File: config.mk
export PLATFORM = sky130hd
export DESIGN_NAME = uart_tx_ctrl
export DESIGN_NICKNAME = d
export VERILOG_FILES = /design/src/rtl/uart_tx_ctrl.sv
export SDC_FILE = /design/constraint.sdc
export NUM_CORES = 1
export LEC_CHECK = 0
export ABC_AREA = 0
export ABC_CLOCK_PERIOD_IN_PS = 4820
export BUFFER_PORTS_ARGS = -buffer_cell sky130_fd_sc_hd__buf_2
export CAP_MARGIN = 20
export CORE_MARGIN = 4
export CORE_UTILIZATION = 38
export DETAILED_ROUTE_END_ITERATION = 16
export SETUP_SLACK_MARGIN = 0.05
export SLEW_MARGIN = 20
export SYNTH_ARGS = -nofsm -noshare
export SYNTH_HDL_FRONTEND = slang
export SYNTH_SLANG_ARGS = --single-unit
File: constraint.sdc
create_clock -name clk -period 4.82 [get_ports clk]
set_clock_uncertainty 0.05 [all_clocks]
set_input_delay 0.964 -clock clk [delete_from_list [all_inputs] [get_ports clk]]
set_output_delay 0.964 -clock clk [all_outputs]
set_load 0.01 [all_outputs]
File: src/rtl/uart_tx_ctrl.sv
// uart_tx_ctrl: transmit-side sequencer for the UART.
//
// Accepts a byte on tx_start while idle. The byte goes to an external even-parity
// generator, and the controller waits PAR_WAIT cycles for the parity result. It then
// serializes the frame on tx: start bit, LENGTH data bits sent LSB first, an optional
// parity bit, and a stop bit. Each bit lasts CLKS_PER_BIT clocks.
//
// Ports:
//   clk       in   system clock, rising edge
//   rst       in   synchronous active-high reset
//   tx_start  in   request strobe, sampled only while idle
//   tx_data   in   byte to send, captured on the accepting edge
//   par_bit   in   parity result from the parity generator
//   par_en    out  enable to the parity generator
//   par_data  out  captured byte presented to the parity generator
//   tx        out  registered serial line, idles high
//   busy      out  high from the accept edge until the frame ends
//   done      out  one-cycle pulse at the frame end
module uart_tx_ctrl #(
  parameter int unsigned LENGTH       = 8,
  parameter int unsigned CLKS_PER_BIT = 434,
  parameter int unsigned PAR_WAIT     = 2,
  parameter bit          PARITY_EN    = 1'b1
) (
  input  logic              clk,
  input  logic              rst,
  input  logic              tx_start,
  input  logic [LENGTH-1:0] tx_data,
  input  logic              par_bit,
  output logic              par_en,
  output logic [LENGTH-1:0] par_data,
  output logic              tx,
  output logic              busy,
  output logic              done
);

  localparam int unsigned BaudW = (CLKS_PER_BIT > 1) ? $clog2(CLKS_PER_BIT) : 1;
  localparam int unsigned BitW  = (LENGTH > 1) ? $clog2(LENGTH) : 1;
  localparam int unsigned WaitW = (PAR_WAIT > 1) ? $clog2(PAR_WAIT) : 1;

  localparam logic [BaudW-1:0] BaudMax = BaudW'(CLKS_PER_BIT - 1);
  localparam logic [BitW-1:0]  BitMax  = BitW'(LENGTH - 1);
  localparam logic [WaitW-1:0] WaitMax = WaitW'(PAR_WAIT - 1);

  localparam logic [2:0] StIdle   = 3'd0;
  localparam logic [2:0] StParity = 3'd1;
  localparam logic [2:0] StStart  = 3'd2;
  localparam logic [2:0] StData   = 3'd3;
  localparam logic [2:0] StPar    = 3'd4;
  localparam logic [2:0] StStop   = 3'd5;

  logic [2:0]        state_q, state_d;
  logic [LENGTH-1:0] shift_q, shift_d;
  logic [LENGTH-1:0] par_data_q, par_data_d;
  logic              par_q, par_d;
  logic [BitW-1:0]   bit_cnt_q, bit_cnt_d;
  logic [BaudW-1:0]  baud_q, baud_d;
  logic [WaitW-1:0]  wait_q, wait_d;
  logic              tx_q, tx_d;
  logic              busy_q, busy_d;
  logic              done_q, done_d;
  logic              par_en_q, par_en_d;

  logic              bit_end;
  logic [LENGTH-1:0] shifted;

  assign bit_end = (baud_q == BaudMax);
  assign shifted = shift_q >> 1;

  always_comb begin
    state_d    = state_q;
    shift_d    = shift_q;
    par_data_d = par_data_q;
    par_d      = par_q;
    bit_cnt_d  = bit_cnt_q;
    baud_d     = baud_q;
    wait_d     = wait_q;
    tx_d       = tx_q;
    busy_d     = busy_q;
    done_d     = 1'b0;
    par_en_d   = par_en_q;

    // The baud counter free-runs in every bit-serializing state and wraps at each bit boundary.
    if (state_q == StStart || state_q == StData || state_q == StPar || state_q == StStop) begin
      baud_d = bit_end ? '0 : baud_q + BaudW'(1);
    end

    case (state_q)
      StIdle: begin
        tx_d   = 1'b1;
        busy_d = 1'b0;
        if (tx_start) begin
          shift_d    = tx_data;
          par_data_d = tx_data;
          busy_d     = 1'b1;
          if (PARITY_EN) begin
            state_d  = StParity;
            par_en_d = 1'b1;
            wait_d   = '0;
          end else begin
            state_d = StStart;
            tx_d    = 1'b0;
            baud_d  = '0;
          end
        end
      end
      StParity: begin
        if (wait_q == WaitMax) begin
          par_d    = par_bit;
          par_en_d = 1'b0;
          state_d  = StStart;
          tx_d     = 1'b0;
          baud_d   = '0;
        end else begin
          wait_d = wait_q + WaitW'(1);
        end
      end
      StStart: begin
        if (bit_end) begin
          state_d   = StData;
          bit_cnt_d = '0;
          tx_d      = shift_q[0];
        end
      end
      StData: begin
        if (bit_end) begin
          shift_d = shifted;
          if (bit_cnt_q == BitMax) begin
            if (PARITY_EN) begin
              state_d = StPar;
              tx_d    = par_q;
            end else begin
              state_d = StStop;
              tx_d    = 1'b1;
            end
          end else begin
            bit_cnt_d = bit_cnt_q + BitW'(1);
            tx_d      = shifted[0];
          end
        end
      end
      StPar: begin
        if (bit_end) begin
          state_d = StStop;
          tx_d    = 1'b1;
        end
      end
      StStop: begin
        if (bit_end) begin
          state_d = StIdle;
          busy_d  = 1'b0;
          done_d  = 1'b1;
        end
      end
      default: begin
        state_d  = StIdle;
        tx_d     = 1'b1;
        busy_d   = 1'b0;
        par_en_d = 1'b0;
      end
    endcase
  end

  always_ff @(posedge clk) begin
    if (rst) begin
      state_q    <= StIdle;
      shift_q    <= '0;
      par_data_q <= '0;
      par_q      <= 1'b0;
      bit_cnt_q  <= '0;
      baud_q     <= '0;
      wait_q     <= '0;
      tx_q       <= 1'b1;
      busy_q     <= 1'b0;
      done_q     <= 1'b0;
      par_en_q   <= 1'b0;
    end else begin
      state_q    <= state_d;
      shift_q    <= shift_d;
      par_data_q <= par_data_d;
      par_q      <= par_d;
      bit_cnt_q  <= bit_cnt_d;
      baud_q     <= baud_d;
      wait_q     <= wait_d;
      tx_q       <= tx_d;
      busy_q     <= busy_d;
      done_q     <= done_d;
      par_en_q   <= par_en_d;
    end
  end

  assign par_en   = par_en_q;
  assign par_data = par_data_q;
  assign tx       = tx_q;
  assign busy     = busy_q;
  assign done     = done_q;

endmodule

==> summary.md, run 1 <==
| Metric | Value |
|---|---|
| Seq/Total Area, Yosys | 0.4166 |
| Post-Syn Instances | 203 |
| Synth Area in Compound Gates | 0.1745 |
| EDFF count, synth | 0 |
| Detailed placement HPWL | 2.632 mm |
| Launch point of the worst reg-to-reg path | state_q[0]$_SDFFE_PP0P_ |
| Worst Path Arrival | 2.65 ns |
| Cts bufs inserted | 5 |
| Crit end category | flop |
| Global Route Usage Sum | 0.1374 |
| Post-route ant nets | 0 |
| FF+latch count, synth | 37 |
| Routability cong. | 0.8354 |
| Area of the multi-input gates | 962.2 sq um |
| CP Class | flop to flop |
| Root Buffer Master | clkbuf_8 |
| Required @ worst endpoint | 4.98 ns |
| Clock tree from TritonCTS | done |
| Hold Crit Class | flop to flop |
| Most frequent cells in the layout | dfxtp_1, nand2_1, nor2_1 |
| Die width | 76.40 um |
| Clk buf depth | 2 |
| Synth Warn # | 0 |
| Placed Instances | 267 |
| # H-tree levels | 2 |
| Post CTS Setup Buffer Count | 0 |
| Wire length of the first global-routing pass | 6.555 mm |
| I/O Pins | 24 |
| Clock sinks | 37 |
| Post-Synth Simple-Gate Area | 0.2294 |
| Worst-path fanout max | 16 |
| Initial Util | 0.4001 |
| Drt wl/cell | 13.95 um |
| FF-to-FF setup slack | 2.33 ns |
| Syn_area_per_cell | 8.758 sq um |
| Drt pass-1 iters | 4 |
| Most used DFF post-synth | dfxtp_1 |
| Critical Path Source Type | flop |
| DRC violations left | 0 |
| Status | complete, no violations |
| Final Max Tran Viols | 0 |
| Min-delay src | par_data[2]$_SDFFE_PP0P_ |
| Total vias in the final route | 1438 |
| Fillers | 463 |
| Die area | 5837 sq um |
| Top cells by area, synth | dfxtp_1, mux2i_1, nand2_1 |
| Peak supply drop | 0.0001766 V |
| Max-cap violations | 0 |
| Leakage dissipation | 0.8279 nW |
| Die H | 76.40 um |
| Area delta synth->final | 14.92% |
| Final Hold Fails | 0 |
| Asr flop ratio synth | 0 |
| Largest family of logic cells by synthesized area | simple AND/OR/NAND/NOR gates |
| Pwr dens | 364.4 nW/um^2 |
| Largest net degree at the start of global routing | 32 |
| Total wire length | 3.837 mm |
| Via/cell ratio | 5.229 |
| Commonest non-fill, non-tap cell in the layout | dfxtp_1 |
| Post-route non-filler standard cell count | 275 |
| Core area | 4444 sq um |
| Setup TNS | 0 ns |
| Distinct cells, synth | 44 |
| Post-CTS Resized | 0 |
| Hold buffers post-CTS | 0 |
| # diodes | 0 |
| Final setup vio count | 0 |
| Vias in the first global route | 1341 |
| NumNets Final | 239 |
| Mapped cell area | 1778 sq um |
| Total Power | 744.5 uW |
| Critical path launch point | state_q[0]$_SDFFE_PP0P_ |
| Mapped Nets | 220 |
| Synth Area in XOR/XNOR | 0.03941 |
| Initial antenna violation count | 0 |
| Post-synth top area share | 0.4166 |
| Ratio of cells with drive above 1 in the final layout | 0.1704 |
| Rows | 24 |
| Worst-skew pair later-pin latency | 0.29 ns |
| Min cycle time layout | 2.491 ns |
| Mux cell area share after synthesis | 0.06263 |
| Slew HR | 0.4945 |
| RSZ-0062 raised after global routing | no |
| Post-synthesis adder-cell area fraction | 0.03519 |
| Peak Freq | 401.4 MHz |
| Clock transition at path regs | 0.08 ns |
| I/O Buffers | 23 |
| Final Cycle Share | 0.5169 |
| Register Area | 740.7 sq um |
| Post-synth top area cell | dfxtp_1 |
| Slew @ Worst Pin | 0.7560 ns |
| Initial drt markers | 110 |
| Gr ovfl total | 0 |
[synthesized netlist by cell type (4+ instances only)]
master,count
dfxtp_1,37
nand2_1,26
nor2_1,26
a21oi_1,17
mux2i_1,10
clkbuf_1,8
inv_1,7
a211oi_1,5
ha_1,5
nand4_1,5
xnor2_1,4
xor2_1,4
[critical path: stages, from the launching register on]
cell	delay, ns
dfxtp_1	0.64
nand3b_1	0.65
o31ai_4	0.74
nor2_1	0.08
a211oi_1	0.23
[state kept, by name, indices dropped and copies added (netlist names), 3 cells and up]
register and cells:
par_data 8, state_q 3, bit_cnt_q 3, baud_q 9
shift_q 8
[stage by stage]
step	cell area (sq um)	util	hold WS (ns)	setup slack [ns]
CTS	2043	0.4597	0.4065	2.379
global placement	1909	0.4296	0.3882	2.369
floorplan	1778	-	0.3856	2.747
global route	2043	0.4597	0.4181	2.078
detailed placement	1909	0.4296	0.3952	2.315
finish	2043	0.4597	0.4014	2.329
[final timing paths]
check	depth (start not counted)	end
setup reg to reg	4	shift_q[3]$_SDFFE_PP0P_
hold reg to reg	2	par_data[2]$_SDFFE_PP0P_
hold / removal	2	par_data[2]$_SDFFE_PP0P_
setup / recovery	4	shift_q[3]$_SDFFE_PP0P_
[report_power, final]
part	switching [mW]	internal [mW]	total, mW	leakage, nW
logic	0.0498	0.0351	0.0848	0.457
registers	0.0156	0.324	0.339	0.302
clock network	0.115	0.206	0.320	0.0681
[cells by family after synthesis]
logic type	count (synthesis)
fa+ha+maj	5
xor+xnor	8
simple gates	81
flops	37
mux	11
compound gates	43
buf+inv	18
[per-layer routing]
metal / vias to the layer above / wire (um) / GRT usage
met2: 20 / 1637 / 0.1986
li1: 756 / - / -
met5: - / 0 / 0
met3: 2 / 188 / 0.05792
met4: 0 / 12 / 0.03804
met1: 660 / 1998 / 0.1861
[final cells by class]
cell class | count | area share
Multi-Input combinational cell | 148 | 0.4709
Sequential cell | 37 | 0.3625
Timing Repair Buffer | 23 | 0.05634
Clock buffer | 5 | 0.03368
Clock inverter | 3 | 0.03184
Tap cell | 52 | 0.03184
Inverter | 7 | 0.01286
Note: power is estimated with default switching activity, not from simulation.
==> run 2, diff against run 1 <==
- ABC_CLOCK_PERIOD_IN_PS: 4820 -> 2500
- clock period: 4.82 -> 2.5 ns (I/O delays scaled with it)
==> run 2 against run 1 <==
Routed wire length is 3.5% lower. Largest cell class unchanged. Critical path depth stayed put. Flip-flop and latch count stayed put. Die area stayed put. Clock power is 90% higher. Via count is 1.5% higher.
==> summary.md, run 2 (same netlist as run 1, synthesis figures left out) <==
| Metric | Value |
|---|---|
| Status | complete, no violations |
| CP Class | flop to flop |
| Crit end category | flop |
| Leakage dissipation | 0.8423 nW (+1.7%) |
| Clk buf depth | 2 (unchanged) |
| Peak Freq | 500.2 MHz (+25%) |
| Detailed placement HPWL | 2.661 mm (+1.1%) |
| Area of the multi-input gates | 962.2 sq um (unchanged) |
| Clock transition at path regs | 0.08 ns (about the same) |
| Ratio of cells with drive above 1 in the final layout | 0.1814 (+0.01101) |
| Die area | 5837 sq um (unchanged) |
| Root Buffer Master | clkbuf_8 |
| Final setup vio count | 0 (unchanged) |
| # diodes | 0 (unchanged) |
| Cts bufs inserted | 5 (unchanged) |
| Slew @ Worst Pin | 0.6089 ns (-0.1470 ns) |
| Pwr dens | 689.7 nW/um^2 (+89%) |
| Routability cong. | 0.8015 (-4.1%) |
| Initial drt markers | 109 (-0.91%) |
| Post-route cell area | 2066 sq um (+1.1%) |
| DRC violations left | 0 (unchanged) |
| Total Power | 1.425 mW (+91%) |
| Worst Path Arrival | 2.16 ns (-0.49 ns) |
| Final Cycle Share | 0.7997 (+0.2828) |
| Hold WS | 0.4019 ns (+0.0005460 ns) |
| Drt pass-1 iters | 4 (unchanged) |
| RSZ-0062 raised after global routing | no |
| Critical Path Source Type | flop |
| Area after DPL | 1932 sq um (+1.2%) |
| Hold buffers post-CTS | 0 (unchanged) |
| Fillers | 446 (-3.7%) |
| Biggest register | baud_q |
| Required @ worst endpoint | 2.66 ns (-2.32 ns) |
| Final Hold Fails | 0 (unchanged) |
| Die width | 76.40 um (unchanged) |
| Worst-path fanout max | 14 (-2) |
| Layout Utilization | 0.4648 (+0.005068) |
| Max-cap violations | 0 (unchanged) |
| Vias in the first global route | 1381 (+3.0%) |
| Register Area | 740.7 sq um (unchanged) |
| Commonest non-fill, non-tap cell in the layout | dfxtp_1 |
| Clock tree from TritonCTS | done |
| Clock sinks | 37 (unchanged) |
| Total vias in the final route | 1460 (+1.5%) |
| Gr ovfl total | 0 (unchanged) |
| I/O Buffers | 23 (unchanged) |
| Rows | 24 (unchanged) |
| Post-CTS Resized | 0 (unchanged) |
| Final Max Tran Viols | 0 (unchanged) |
| Global Route Usage Sum | 0.1361 (-0.001308) |
| Core area | 4444 sq um (unchanged) |
| Initial antenna violation count | 0 (unchanged) |
| Peak supply drop | 0.0005611 V (+220%) |
| Post-route ant nets | 0 (unchanged) |
| Most frequent cells in the layout | dfxtp_1, nand2_1, nor2_1 |
| NumNets Final | 242 (+1.3%) |
| Total wire length | 3.704 mm (-3.5%) |
| Wire length of the first global-routing pass | 6.527 mm (-0.43%) |
| Die H | 76.40 um (unchanged) |
| Area delta synth->final | 16.19% |
| Drt wl/cell | 13.32 um (-4.5%) |
| Post CTS Setup Buffer Count | 0 (unchanged) |
| Min cycle time layout | 1.999 ns (-0.4922 ns) |
| Via/cell ratio | 5.252 (+0.43%) |
| Largest net degree at the start of global routing | 18 (-44%) |
| Max FFs per register | 9 (unchanged) |
| Setup TNS | 0 ns (unchanged) |
| Initial Util | 0.4001 (unchanged) |
| I/O Pins | 24 (unchanged) |
| Slew HR | 0.5913 (+0.09682) |
| Worst-skew pair later-pin latency | 0.29 ns (about the same) |
| Hold Crit Class | flop to flop |
| # H-tree levels | 2 (unchanged) |
==> run 2: final timing paths <==
path              slack, ns                       end  depth (start not counted)                     start
setup / recovery       0.50   shift_q[5]$_SDFFE_PP0P_                          4      baud_q[3]$_SDFF_PP0_
hold / removal         0.40  par_data[0]$_SDFFE_PP0P_                          2  par_data[0]$_SDFFE_PP0P_
setup reg to reg       0.50   shift_q[5]$_SDFFE_PP0P_                          4      baud_q[3]$_SDFF_PP0_
hold reg to reg        0.40  par_data[0]$_SDFFE_PP0P_                          2  par_data[0]$_SDFFE_PP0P_
==> run 2: power breakdown <==
part	leakage, nW	switching [mW]	internal, mW
Sequential	0.302	0.0291	0.624
Clock	0.0681	0.212	0.396
Combinational	0.472	0.0947	0.0688
Total	0.842	0.336	1.09
==> run 2: layer usage <==
metal,track usage,vias to the layer above,wire length [um]
li1,-,769,-
met1,0.1801,664,1890
met2,0.2109,23,1640
met3,0.03783,4,135
met4,0.04891,0,38
met5,0,-,0
==> run 2: layout make-up <==
cell class	count	share of cell area
timing repair buffer	26	0.06663
inverter	7	0.01272
multi-input combinational	148	0.4658
clock buffer	5	0.03331
tap	52	0.03150
sequential	37	0.3586
clock inverter	3	0.03150
==> run 2: per-stage QoR <==
stage / instances / worst slack, ns
floorplan: 203 / 0.6077
global placement: 270 / 0.5185
detailed placement: 270 / 0.4683
CTS: 278 / 0.4970
global route: 278 / 0.3731
finish: 278 / 0.5008
==> run 2: critical path: stages (launching register included) <==
cell	delay [ns]
dfxtp_1	0.37
or4b_4	0.60
o31ai_4	0.60
nor2_1	0.12
a211oi_2	0.20
==> run 3, diff against run 2 <==
- ABC_AREA: 0 -> 1
- ABC_CLOCK_PERIOD_IN_PS: 2500 -> 1850
- clock period: 2.5 -> 1.85 ns (I/O delays scaled with it)
==> run 3 against run 2 <==
Sequential power rose by 67%. Synthesized cell count increased by 25%. Maximum frequency up 22%. Clock-buffer cell count is 1 higher. Die area is 0.76% higher. Synthesized area increased by 0.84%. Sequential share of layout area down 0.39 points. Critical endpoint is now baud_q[7]$_SDFF_PP0_.
==> summary.md, run 3 <==
| Metric | Value |
|---|---|
| Total vias in the final route | 1643 (+13%) |
| Max FFs per register | 9 (unchanged) |
| Synth top cells by count | nand2_1, nor2_1, dfxtp_1 |
| Via/cell ratio | 4.875 (-7.2%) |
| Peak Freq | 611.9 MHz (+22%) |
| Worst-path fanout max | 8 (-6) |
| CP Class | flop to flop |
| Asr flop ratio synth | 0 (unchanged) |
| I/O Buffers | 23 (unchanged) |
| Final Max Tran Viols | 0 (unchanged) |
| Final setup vio count | 0 (unchanged) |
| Detail Route met2 WL | 1.684 mm (+2.7%) |
| Register Area | 742.0 sq um (+0.17%) |
| Seq/Total Area, Yosys | 0.4131 (-0.003489) |
| Highest Signal Layer | met4 |
| Top-count cell post-synth | nand2_1 |
| Most used DFF post-synth | dfxtp_1 |
| Total Power | 2.692 mW (+89%) |
| Rows | 24 (unchanged) |
| Cts bufs inserted | 5 (unchanged) |
| Post-route ant nets | 0 (unchanged) |
| Initial drt markers | 91 (-17%) |
| Hold WS | 0.2748 ns (-0.1272 ns) |
| Global Route Usage Sum | 0.1395 (+0.003413) |
| Leakage dissipation | 0.9540 nW (+13%) |
| Hold Crit Class | input port to flop |
| Die width | 76.69 um (+0.38%) |
| Combinational share of power | 0.379 (+0.264) |
| Syn_area_per_cell | 7.059 sq um (-19%) |
| Sw frac | 0.3842 (+0.1486) |
| Detailed placement HPWL | 2.846 mm (+7.0%) |
| Area of the multi-input gates | 927.1 sq um (-3.6%) |
| Drt pass-1 iters | 5 (+1) |
| Commonest non-fill, non-tap cell in the layout | nand2_1 |
| Post-synth top area share | 0.4131 (-0.003489) |
| Die H | 76.69 um (+0.38%) |
| Layout Utilization | 0.4676 (+0.002753) |
| Slew @ Worst Pin | 0.3243 ns (-0.2846 ns) |
| EDFF count, synth | 0 (unchanged) |
| Min-delay src | tx_data[3] |
| Crit end category | flop |
| M1 wire length | 1.986 mm (+5.1%) |
| Clk buf depth | 2 (unchanged) |
| Mapped cell area | 1793 sq um (+0.84%) |
| FF+latch count, synth | 37 (unchanged) |
| Slew HR | 0.7833 (+0.1919) |
| Routability cong. | 0.8258 (+3.0%) |
| Critical Path Source Type | flop |
| Clock power share | 0.216 (-0.211) |
| Post-route cell area | 2092 sq um (+1.3%) |
| Ratio of cells with drive above 1 in the final layout | 0.2000 (+0.01858) |
| Final Hold Fails | 0 (unchanged) |
| Mapped Nets | 271 (+23%) |
| Most frequent cells in the layout | nand2_1, nor2_1, dfxtp_1 |
| Int Power | 1.658 mW (+52%) |
| Initial antenna violation count | 0 (unchanged) |
| Min cycle time layout | 1.634 ns (-0.3650 ns) |
| Worst Path Arrival | 1.76 ns (-0.40 ns) |
| Clock sinks | 37 (unchanged) |
| Biggest register | baud_q |
| # H-tree levels | 2 (unchanged) |
| I/O Pins | 24 (unchanged) |
| Initial Util | 0.4007 (+0.0006709) |
| Pwr dens | 1287 nW/um^2 (+87%) |
| Largest net degree at the start of global routing | 14 (-4) |
| Post-Syn Instances | 254 (+25%) |
| Fillers | 466 (+4.5%) |
| Worst-skew pair later-pin latency | 0.28 ns (about the same) |
| Max-cap violations | 0 (unchanged) |
| Top cells by area, synth | dfxtp_1, nand2_1, nor2_1 |
| WHS Endpoint | par_data[3]$_SDFFE_PP0P_ |
| # diodes | 0 (unchanged) |
| Total wire length | 3.870 mm (+4.5%) |
| Die area | 5881 sq um (+0.76%) |
| Post-synth top area cell | dfxtp_1 |
| Launch point of the worst reg-to-reg path | state_q[2]$_SDFFE_PP0P_ |
| Register share of total power | 0.405 (-0.053) |
| Peak supply drop | 0.0004878 V (-13%) |
| DRC violations left | 0 (unchanged) |
| Required @ worst endpoint | 1.98 ns (-0.68 ns) |
| Hold buffers post-CTS | 0 (unchanged) |
| NumNets Final | 302 (+25%) |
| Hold Path Stages | 3 (+1) |
| Vias in the first global route | 1524 (+10%) |
| R2r endpoint | baud_q[7]$_SDFF_PP0_ |
| Area after DPL | 1976 sq um (+2.3%) |
| Distinct cells, synth | 33 (-25%) |
| Wire length of the first global-routing pass | 6.824 mm (+4.6%) |
| Status | complete, no violations |
| Gr ovfl total | 0 (unchanged) |
| Drt wl/cell | 11.48 um (-14%) |
| Core area | 4474 sq um (+0.68%) |
| Area delta synth->final | 16.68% |
| Setup TNS | 0 ns (unchanged) |
| Clock transition at path regs | 0.08 ns (about the same) |
| Final Cycle Share | 0.8833 (+0.08366) |
| Worst-case reg-to-reg path depth | 10 (+6) |
| Root Buffer Master | clkbuf_8 |
| FF-to-FF setup slack | 0.22 ns (-0.28 ns) |
| Met3 wire length | 150 um (+11%) |
| NetSw | 1.034 mW (+210%) |
| Clock tree from TritonCTS | done |
| Synth Warn # | 0 (unchanged) |
| RSZ-0062 raised after global routing | no |
[run 3: cell count changes after synthesis, moves of 7 or more]
cell     change
nor2_1      +16
o21ai_0      +7
inv_1       +11
nand2_1     +32
nand3_1     +13
mux2i_1     -10
[run 3: layer usage]
metal / vias to the layer above / track usage
met1: 727 / 0.1840
li1: 877 / -
met3: 6 / 0.03630
met5: - / 0
met2: 33 / 0.2221
met4: 0 / 0.04348
[run 3: worst max-delay path by stage]
stage / to / slack, ns / from / cells after the start
2_1_floorplan: baud_q[7]$_SDFF_PP0_ / 0.25 / state_q[2]$_SDFFE_PP0P_ / 10
3_5_place_dp: baud_q[7]$_SDFF_PP0_ / 0.16 / state_q[2]$_SDFFE_PP0P_ / 10
6_report: baud_q[7]$_SDFF_PP0_ / 0.22 / state_q[2]$_SDFFE_PP0P_ / 10
3_3_place_gp: baud_q[7]$_SDFF_PP0_ / 0.21 / state_q[2]$_SDFFE_PP0P_ / 10
5_1_grt: baud_q[7]$_SDFF_PP0_ / 0.09 / state_q[1]$_SDFFE_PP0P_ / 9
4_1_cts: baud_q[8]$_SDFF_PP0_ / 0.14 / state_q[2]$_SDFFE_PP0P_ / 7
[run 3: power by group through the flow]
stage                     Sequential, mW  Clock [mW]  Combinational (mW)
after floorplan                     1.12           0               0.721
after global placement              1.10           0                1.00
after detailed placement            1.10           0                1.01
after CTS                           1.09       0.604                1.02
after global routing                1.12       0.636                1.16
final                               1.09       0.582                1.02
[run 3: final cells by class]
type / count / area share
Tap cell: 52 / 0.03110
Clock buffer: 6 / 0.03947
Sequential cell: 37 / 0.3547
Clock inverter: 1 / 0.003589
Inverter: 26 / 0.04785
Timing Repair Buffer: 30 / 0.08014
Multi-Input combinational cell: 185 / 0.4432
[run 3: stage by stage]
step / std cells / setup slack, ns
floorplan: 254 / 0.2476
global placement: 329 / 0.2137
detailed placement: 329 / 0.1573
CTS: 336 / 0.1433
global route: 337 / 0.09010
finish: 337 / 0.2158
[run 3: worst max-delay path, stage by stage, from the launching register on]
cell     delay (ns)
dfxtp_2        0.34
inv_2          0.14
ha_4           0.22
inv_2          0.07
nand2_1        0.09
nor3_2         0.21
nand3_1        0.14
nor2_1         0.13
nand2_1        0.05
nand2_1        0.06
nor2_1         0.03
[run 3: logic make-up (layout without fill, tap and decap cells)]
group	Yosys count	count (layout)	synth area share
AO/OA/AOI/OAI	39	39	0.1165
XOR/XNOR	2	2	0.009771
flip-flops	37	37	0.4131
adder cells (fa/ha/maj)	5	5	0.03489
AND/OR/NAND/NOR	139	139	0.3461
buffers and inverters	32	63	0.07955
[run 3: repair_timing]
action	CTS	global route
resized for setup	0	3
buffers inserted	0	1
endpoints found under the setup margin	0	2
